===== src/rtl/ysyx_25040111_arbiter_pkg.sv =====
// ysyx_25040111_arbiter_pkg: grant states, fixed AXI4 fields and the idle-time grant priority.
package ysyx_25040111_arbiter_pkg;

    typedef enum logic [1:0] {
        ARB_IDLE  = 2'd0,
        ARB_IFU   = 2'd1,
        ARB_LSU_R = 2'd2,
        ARB_LSU_W = 2'd3
    } arb_state_e;

    localparam logic [1:0] BURST_INCR = 2'b01;
    localparam logic [1:0] RESP_OKAY  = 2'b00;
    localparam logic [3:0] AXI_ID     = 4'd0;
    localparam logic [7:0] AXI_LEN    = 8'd0;

    // LSU write beats LSU read, which beats the IFU
    function automatic arb_state_e arb_pick(input logic lsu_aw, input logic lsu_ar, input logic ifu_ar);
        return lsu_aw ? ARB_LSU_W : lsu_ar ? ARB_LSU_R : ifu_ar ? ARB_IFU : ARB_IDLE;
    endfunction

endpackage


===== src/rtl/ysyx_25040111_arbiter.sv =====
// ysyx_25040111_arbiter: IFU/LSU to single AXI4 master arbiter, one locked transaction at a time.
module ysyx_25040111_arbiter
    import ysyx_25040111_arbiter_pkg::*;
#(
    parameter int ADDR_W = 32,
    parameter int DATA_W = 32
) (
    input  logic                  clk,
    input  logic                  reset,
    input  logic                  ifu_arvalid,
    input  logic [ADDR_W-1:0]     ifu_araddr,
    input  logic [2:0]            ifu_arsize,
    output logic                  ifu_arready,
    output logic                  ifu_rvalid,
    output logic [DATA_W-1:0]     ifu_rdata,
    output logic [1:0]            ifu_rresp,
    output logic                  ifu_rlast,
    input  logic                  ifu_rready,
    input  logic                  lsu_arvalid,
    input  logic [ADDR_W-1:0]     lsu_araddr,
    input  logic [2:0]            lsu_arsize,
    output logic                  lsu_arready,
    output logic                  lsu_rvalid,
    output logic [DATA_W-1:0]     lsu_rdata,
    output logic [1:0]            lsu_rresp,
    output logic                  lsu_rlast,
    input  logic                  lsu_rready,
    input  logic                  lsu_awvalid,
    input  logic [ADDR_W-1:0]     lsu_awaddr,
    input  logic [2:0]            lsu_awsize,
    output logic                  lsu_awready,
    input  logic                  lsu_wvalid,
    input  logic [DATA_W-1:0]     lsu_wdata,
    input  logic [DATA_W/8-1:0]   lsu_wstrb,
    input  logic                  lsu_wlast,
    output logic                  lsu_wready,
    output logic                  lsu_bvalid,
    output logic [1:0]            lsu_bresp,
    input  logic                  lsu_bready,
    input  logic                  io_master_awready,
    output logic                  io_master_awvalid,
    output logic [ADDR_W-1:0]     io_master_awaddr,
    output logic [3:0]            io_master_awid,
    output logic [7:0]            io_master_awlen,
    output logic [2:0]            io_master_awsize,
    output logic [1:0]            io_master_awburst,
    input  logic                  io_master_wready,
    output logic                  io_master_wvalid,
    output logic [DATA_W-1:0]     io_master_wdata,
    output logic [DATA_W/8-1:0]   io_master_wstrb,
    output logic                  io_master_wlast,
    output logic                  io_master_bready,
    input  logic                  io_master_bvalid,
    input  logic [1:0]            io_master_bresp,
    input  logic                  io_master_arready,
    output logic                  io_master_arvalid,
    output logic [ADDR_W-1:0]     io_master_araddr,
    output logic [3:0]            io_master_arid,
    output logic [7:0]            io_master_arlen,
    output logic [2:0]            io_master_arsize,
    output logic [1:0]            io_master_arburst,
    output logic                  io_master_rready,
    input  logic                  io_master_rvalid,
    input  logic [1:0]            io_master_rresp,
    input  logic [DATA_W-1:0]     io_master_rdata,
    input  logic                  io_master_rlast
);

    arb_state_e state_q, state_d;
    logic       idle, ifu_g, lsu_r_g, lsu_w_g, r_done, b_done;

    assign idle    = state_q == ARB_IDLE;
    assign ifu_g   = state_q == ARB_IFU;
    assign lsu_r_g = state_q == ARB_LSU_R;
    assign lsu_w_g = state_q == ARB_LSU_W;

    assign io_master_arvalid = ifu_g ? ifu_arvalid : lsu_r_g & lsu_arvalid;
    assign io_master_araddr  = ifu_g ? ifu_araddr : lsu_r_g ? lsu_araddr : '0;
    assign io_master_arsize  = ifu_g ? ifu_arsize : lsu_r_g ? lsu_arsize : '0;
    assign io_master_arid    = AXI_ID;
    assign io_master_arlen   = AXI_LEN;
    assign io_master_arburst = BURST_INCR;
    assign ifu_arready       = ifu_g & io_master_arready;
    assign lsu_arready       = lsu_r_g & io_master_arready;

    assign io_master_rready = ifu_g ? ifu_rready : lsu_r_g & lsu_rready;
    assign ifu_rvalid       = ifu_g & io_master_rvalid;
    assign ifu_rdata        = ifu_g ? io_master_rdata : '0;
    assign ifu_rresp        = ifu_g ? io_master_rresp : RESP_OKAY;
    assign ifu_rlast        = ifu_g & io_master_rlast;
    assign lsu_rvalid       = lsu_r_g & io_master_rvalid;
    assign lsu_rdata        = lsu_r_g ? io_master_rdata : '0;
    assign lsu_rresp        = lsu_r_g ? io_master_rresp : RESP_OKAY;
    assign lsu_rlast        = lsu_r_g & io_master_rlast;

    // AW, W and B run independently while the write grant is held
    assign io_master_awvalid = lsu_w_g & lsu_awvalid;
    assign io_master_awaddr  = lsu_w_g ? lsu_awaddr : '0;
    assign io_master_awsize  = lsu_w_g ? lsu_awsize : '0;
    assign io_master_awid    = AXI_ID;
    assign io_master_awlen   = AXI_LEN;
    assign io_master_awburst = BURST_INCR;
    assign lsu_awready       = lsu_w_g & io_master_awready;
    assign io_master_wvalid  = lsu_w_g & lsu_wvalid;
    assign io_master_wdata   = lsu_w_g ? lsu_wdata : '0;
    assign io_master_wstrb   = lsu_w_g ? lsu_wstrb : '0;
    assign io_master_wlast   = lsu_w_g & lsu_wlast;
    assign lsu_wready        = lsu_w_g & io_master_wready;
    assign lsu_bvalid        = lsu_w_g & io_master_bvalid;
    assign lsu_bresp         = lsu_w_g ? io_master_bresp : RESP_OKAY;
    assign io_master_bready  = lsu_w_g & lsu_bready;

    assign r_done = (ifu_g | lsu_r_g) & io_master_rvalid & io_master_rready & io_master_rlast;
    assign b_done = io_master_bvalid & io_master_bready;

    always_comb begin
        state_d = idle ? arb_pick(lsu_awvalid, lsu_arvalid, ifu_arvalid) : (r_done | b_done) ? ARB_IDLE : state_q;
    end

    always_ff @(posedge clk) begin
        if (reset) state_q <= ARB_IDLE;
        else       state_q <= state_d;
    end

endmodule


===== config.mk =====
export PLATFORM = sky130hd
export DESIGN_NAME = ysyx_25040111_arbiter
export DESIGN_NICKNAME = d
export VERILOG_FILES = /design/src/rtl/ysyx_25040111_arbiter_pkg.sv /design/src/rtl/ysyx_25040111_arbiter.sv
export SDC_FILE = /design/constraint.sdc
export NUM_CORES = 1
export LEC_CHECK = 0
export ABC_AREA = 1
export BUFFER_PORTS_ARGS = -buffer_cell sky130_fd_sc_hd__buf_2
export CORE_AREA = 3 3 159 161
export DETAILED_ROUTE_END_ITERATION = 16
export DIE_AREA = 0 0 162 164
export PLACE_DENSITY_LB_ADDON = 0.1
export SKIP_LAST_GASP = 1
export SYNTH_ARGS = -nofsm -noshare
export SYNTH_HDL_FRONTEND = slang
export SYNTH_SLANG_ARGS = --single-unit
export TNS_END_PERCENT = 50

===== constraint.sdc =====
create_clock -name clk -period 1 [get_ports clk]
set_input_delay 0.1 -clock clk [delete_from_list [all_inputs] [get_ports clk]]
set_output_delay 0.1 -clock clk [all_outputs]
set_load 0.01 [all_outputs]

==> metrics.yaml, run 1 <==
cts:
  cts_root_buffer: "clkbuf_16"
  numCtsBuffers: 3
  clk_latency_ns: 0.22
  cts_hold_buf: 0
  clk_pin_slew_ns: 0.03
  cts_buffer_depth: 2
  htreeDepth: 1
  clkSinkCount: 2
  tritoncts: "done"
layout:
  area_delta_synth_final_pct: 168
  largest_reg_flops: 2
  layout.nets: 1109
  reg.largest.list: "state_q: 2 flops"
  diodes: 0
  num-fill-cells: 2825
  drive_gt1_share_pct: 69.0
  largest-register: "state_q"
synthesis:
  yosys_warnings: 0
  synth_cell_types: 16
  yosysSeqAreaShare_pct: 1.81
  yosys_register_bits: 2
  synth.top_cells.by_area: "nand2_1 (38%), inv_1 (21%), buf_4 (12%)"
  syn-cell-area_sq_um: 2210
  synth_top_cell_area_share_pct: 38.3
  yosysTopAreaCell: "nand2_1"
  avgSynthCellArea_sq_um: 4.41
  netlist_instances: 502
status:
  violations: "setup timing"
  status: "finished, violations left"
power_and_ir_drop:
  p_per_area_nw_per_um2: 776
  p_leak_nw: 4.41
  power_mw: 4.61
  ir_worst_vdd_mv: 0.630
sta:
  fin_worst_skew_ns: 0.00199
  hold_violations: 0
  hold_slack_ns: 0.0578
  setup_violations: 193
  slew_viol_final: 0
  fin_ws_ns: -0.526
  rsz0062_at_grt: "yes"
  fmax_ghz: 0.655
  min_period_over_period_pct: 153
  tns_ns: -88.27
  fin_crit_ns: 1.53
critical_path:
  worstPathArrival_ns: 1.43
  r2r_slack_ns: -0.37
  cp_max_fo: 7
  crit_path_end_kind: "output port"
  cp.required_ns: 0.90
  path_class: "reg -> out"
  critPathLaunchType: "register"
route:
  ant_nets: 0
  routed_via_density: 3.42
  route.detailed.drc: 0
  dr.pass1.iters: 4
  first_iter_violations: 67
  drt_wl_total_mm: 17.2
  vias: 4226
  wl_per_cell_microns: 13.9
global_route:
  antenna_found_initial: 2
  grt_pass1_vias: 3973
  grt_pass1_wl_mm: 21.7
  grt_max_degree: 26
  track_usage_pct: 10.5
  grt-ovfl-total: 0
place:
  dp_hpwl_mm: 13.5
  gp_congestion: 0.764
  port_buffers: 383
min_path:
  min_path_type: "in -> reg"
die:
  start_util_pct: 9.18
  die_x_microns: 162
  fp.dieH_microns: 164
  die_area_sq_um: 26600
  io-pin-count: 412
  placementRows: 57
  core_area_sq_um: 24100
flow_run:
  maxCapViolCount: 0
[timing repair]
action                                  in CTS  in global routing
setup buffers                                5                 11
resized for setup                           26                125
gates cloned                                 2                 10
endpoints found under the setup margin     193                193
pin swaps                                    2                 25
[Yosys cell counts]
master / count
buf_4: 36
nand3_1: 40
buf_2: 16
nand2_4: 1
conb_1: 2
clkinv_1: 1
nor2_1: 2
inv_2: 37
dfxtp_1: 2
nand2_2: 2
buf_6: 5
a21oi_1: 2
o21ai_0: 3
ha_1: 4
nand2_1: 226
inv_1: 123
[cell families after synthesis]
family                     share of synthesized area, %
AOI/OAI and AO/OA                                  1.13
adders and majority gates                          2.26
buffers and inverters                              45.7
DFF                                                1.81
other                                             0.339
and+or+nand+nor                                    48.8
[final timing paths]
check	depth (start not counted)	startpoint	end
hold reg to reg	2	state_q[1]	state_q[1]
setup / recovery	7	state_q[1]	io_master_araddr[1]
setup reg to reg	9	state_q[0]	state_q[1]
hold / removal	2	reset	state_q[0]
[critical path, stage by stage, from the launching register on]
cell	delay, ns
dfxtp_4	0.36
inv_4	0.06
ha_4	0.23
buf_12	0.18
clkbuf_16	0.16
nand2_2	0.05
nand2_2	0.06
buf_6	0.09
[final cells by class]
cell class                 instances  area, sq um  share of cell area [%]
inverter                         161          617                    10.4
tap                              324          405                    6.83
multi-input combinational        308         1720                    29.0
clock buffer                       4         78.8                    1.33
timing repair buffer             436         3060                    51.6
sequential                         2         47.5                   0.802
[per-stage QoR]
| stage | cells | cell area, sq um | setup slack (ns) | util, % |
|---|---|---|---|---|
| floorplan | 528 | 2600 | -0.104 | - |
| global placement | 1204 | 4780 | -0.402 | 19.8 |
| detailed placement | 1204 | 4780 | -0.429 | 19.8 |
| CTS | 1215 | 5060 | -0.527 | 21.0 |
| global route | 1235 | 5930 | -0.584 | 24.6 |
| finish | 1235 | 5930 | -0.526 | 24.6 |
[placed cells by master (no fill, tap or decap)]
cell type	n
nand3_2	15
inv_8	1
clkbuf_1	1
nand3_1	25
inv_2	63
dfxtp_4	2
ha_4	2
o21ai_0	2
buf_6	55
ha_2	1
a21oi_1	2
inv_1	94
buf_4	15
buf_2	336
o21ai_2	1
buf_16	1
nor2_1	2
conb_1	28
clkinv_1	1
nand2_2	81
buf_12	19
nand2_1	126
ha_1	1
inv_4	2
clkbuf_16	12
buf_8	1
nand2_4	22
[metal layers]
layer	wire length, microns	global-route usage, %
met1	5420	9.40
met2	9830	23.0
met3	1880	3.78
met4	31	0.698
met5	40	0
[report_power, final]
group          leakage (nW)  switching [mW]  internal [mW]  total, mW
Clock                0.0382          0.0929          0.525      0.617
Sequential           0.0178          0.0241         0.0950      0.119
Combinational          4.36            1.91           1.96       3.87
Note: power is estimated with default switching activity, not from simulation.
==> run 2, diff against run 1 <==
--- a/constraint.sdc
+++ b/constraint.sdc
@@ -3,2 +3,2 @@
 set_output_delay 0.1 -clock clk [all_outputs]
-set_load 0.01 [all_outputs]
+set_load 0.1 [all_outputs]
==> metrics.yaml, run 2 (synthesized netlist as in run 1, its figures left out) <==
place:
  gp_congestion: 0.779  # +1.9%
  dpl_cell_area_sq_um: 9070  # +90%
  place_inst: 1208  # +0.33%
  post-place-ws_ns: -0.486  # -0.0573 ns
  dp_hpwl_mm: 15.9  # +17%
  port_buffers: 383  # unchanged
critical_path:
  cp_max_fo: 8  # +1
  cp.required_ns: 0.90  # about the same
  crit_buf_inv: 6  # +2
  crit_path_end_kind: "output port"
  r2r_slack_ns: -0.53  # -0.16 ns
  critPathLaunchType: "register"
  slowest_delay_ns: 0.31  # -0.05 ns
  worstPathArrival_ns: 1.54  # +0.11 ns
  worst_path_max_delay_cell: "dfxtp_2"
  path_class: "reg -> out"
  cp_cell_sequence: "buf_6, ha_4, buf_12, buf_12, clkbuf_16, nand2_2, inv_2, buf_12"
  cp_top_family: "buffers and inverters"
  crit_top_cell: "buf_12"
cts:
  clk_pin_slew_ns: 0.03  # about the same
  clkSinkCount: 2  # unchanged
  numCtsBuffers: 3  # unchanged
  cts_buffer_depth: 2  # unchanged
  clk_latency_ns: 0.22  # about the same
  tritoncts: "done"
  htreeDepth: 1  # unchanged
  cts_root_buffer: "clkbuf_16"
route:
  routed_via_density: 3.50  # +2.3%
  first_iter_violations: 81  # +21%
  dr.pass1.iters: 4  # unchanged
  ant_nets: 0  # unchanged
  route.detailed.drc: 0  # unchanged
  vias: 4357  # +3.1%
  drt_wl_total_mm: 19.3  # +12%
  wl_per_cell_microns: 15.5  # +11%
layout:
  fin_cells: 1245  # +0.81%
  layout.nets: 1118  # +0.81%
  num-fill-cells: 2377  # -16%
  reg.largest.list: "state_q: 2 flops"
  drive_gt1_share_pct: 88.4  # +19 points
  layout_commonest_cell: "buf_12"
  largest_reg_flops: 2  # unchanged
  fin_area_sq_um: 10500  # +77%
  mostFrequentLayoutCells: "buf_12 (213), buf_2 (192), nand2_4 (91)"
  largest-register: "state_q"
  area_delta_synth_final_pct: 374
die:
  placementRows: 57  # unchanged
  start_util_pct: 9.18  # unchanged
  die_area_sq_um: 26600  # unchanged
  fp.dieH_microns: 164  # unchanged
  io-pin-count: 412  # unchanged
  die_x_microns: 162  # unchanged
  core_area_sq_um: 24100  # unchanged
global_route:
  grtUsageMet3_pct: 6.28  # +2.5 points
  grt_max_degree: 40  # +54%
  grt-ovfl-total: 0  # unchanged
  grt_pass1_vias: 4367  # +9.9%
  grtUsageMet1_pct: 12.6  # +3.2 points
  antenna_found_initial: 2  # unchanged
  gr-max-usage-layer: "met2"
  grt_use_met2_pct: 24.7  # +1.8 points
  track_usage_pct: 12.7  # +2.1 points
  grt_pass1_wl_mm: 25.7  # +18%
sta:
  rsz0062_at_grt: "yes"
  fin_crit_ns: 1.64  # +0.113 ns
  slew_viol_final: 0  # unchanged
  hold_violations: 0  # unchanged
  setup_violations: 193  # unchanged
  fin_ws_ns: -0.639  # -0.113 ns
  tns_ns: -110.96  # -22.69 ns
  fin_worst_skew_ns: 0.00102  # -0.000974 ns
  fmax_ghz: 0.610  # -6.9%
  min_period_over_period_pct: 164  # +11 points
status:
  status: "finished, violations left"
  violations: "setup timing"
flow_run:
  maxCapViolCount: 0  # unchanged
power_and_ir_drop:
  ir_worst_vdd_mv: 0.626  # -0.51%
  p_per_area_nw_per_um2: 1120  # +45%
  power_mw: 11.8  # +160%
  p_leak_nw: 5.14  # +16%
min_path:
  min_path_type: "in -> reg"
run 2: power breakdown:
part	switching (mW)	internal, mW	total [mW]
sequential	0.0139	0.0944	0.108
clock	0.0914	0.509	0.600
combinational	7.08	4.01	11.1
run 2: final cells by class:
cell class                 count  area [sq um]  share of cell area [%]
timing repair buffer         445          5900                    56.2
multi-input combinational    308          3160                    30.1
inverter                     161           902                    8.60
tap                          324           405                    3.86
clock buffer                   3          75.1                   0.716
sequential                     2          45.0                   0.429
antenna                        2          5.00                  0.0477
run 2: path summary, 6_finish.rpt:
check | from | end | depth (start not counted)
max | state_q[1] | lsu_rresp[0] | 8
min | reset | state_q[1] | 2
min reg2reg | state_q[0] | state_q[0] | 3
max reg2reg | state_q[1] | state_q[0] | 11
run 2: per-stage QoR:
stage / utilization [%] / hold slack (ns)
6_report: 43.5 / 0.0783
5_1_grt: 43.5 / 0.0809
4_1_cts: 39.3 / 0.0847
3_5_place_dp: 37.6 / 0.316
3_3_place_gp: 37.6 / 0.316
2_1_floorplan: - / 0.162
run 2: repair_timing:
item | in CTS | in global routing
setup endpoints to repair | 193 | 193
gates cloned | 5 | 16
hold buffers | 0 | 0
resized for setup | 36 | 210
buffers inserted | 6 | 5
pin swaps | 6 | 29
run 2: per-layer routing:
layer	vias to the layer above	share of wire, %
met5	-	0
met4	0	0.55
met3	6	11
met2	221	56
met1	1970	32
li1	2160	-
run 2: worst register-to-register path, cell delays in order, from the launching register on:
cell	delay, ns
dfxtp_2	0.31
inv_2	0.07
ha_4	0.22
clkinv_8	0.10
buf_6	0.12
buf_4	0.12
nand3_2	0.05
nand2_2	0.07
buf_4	0.14
nand2_2	0.05
nand3_1	0.06
a21oi_1	0.13
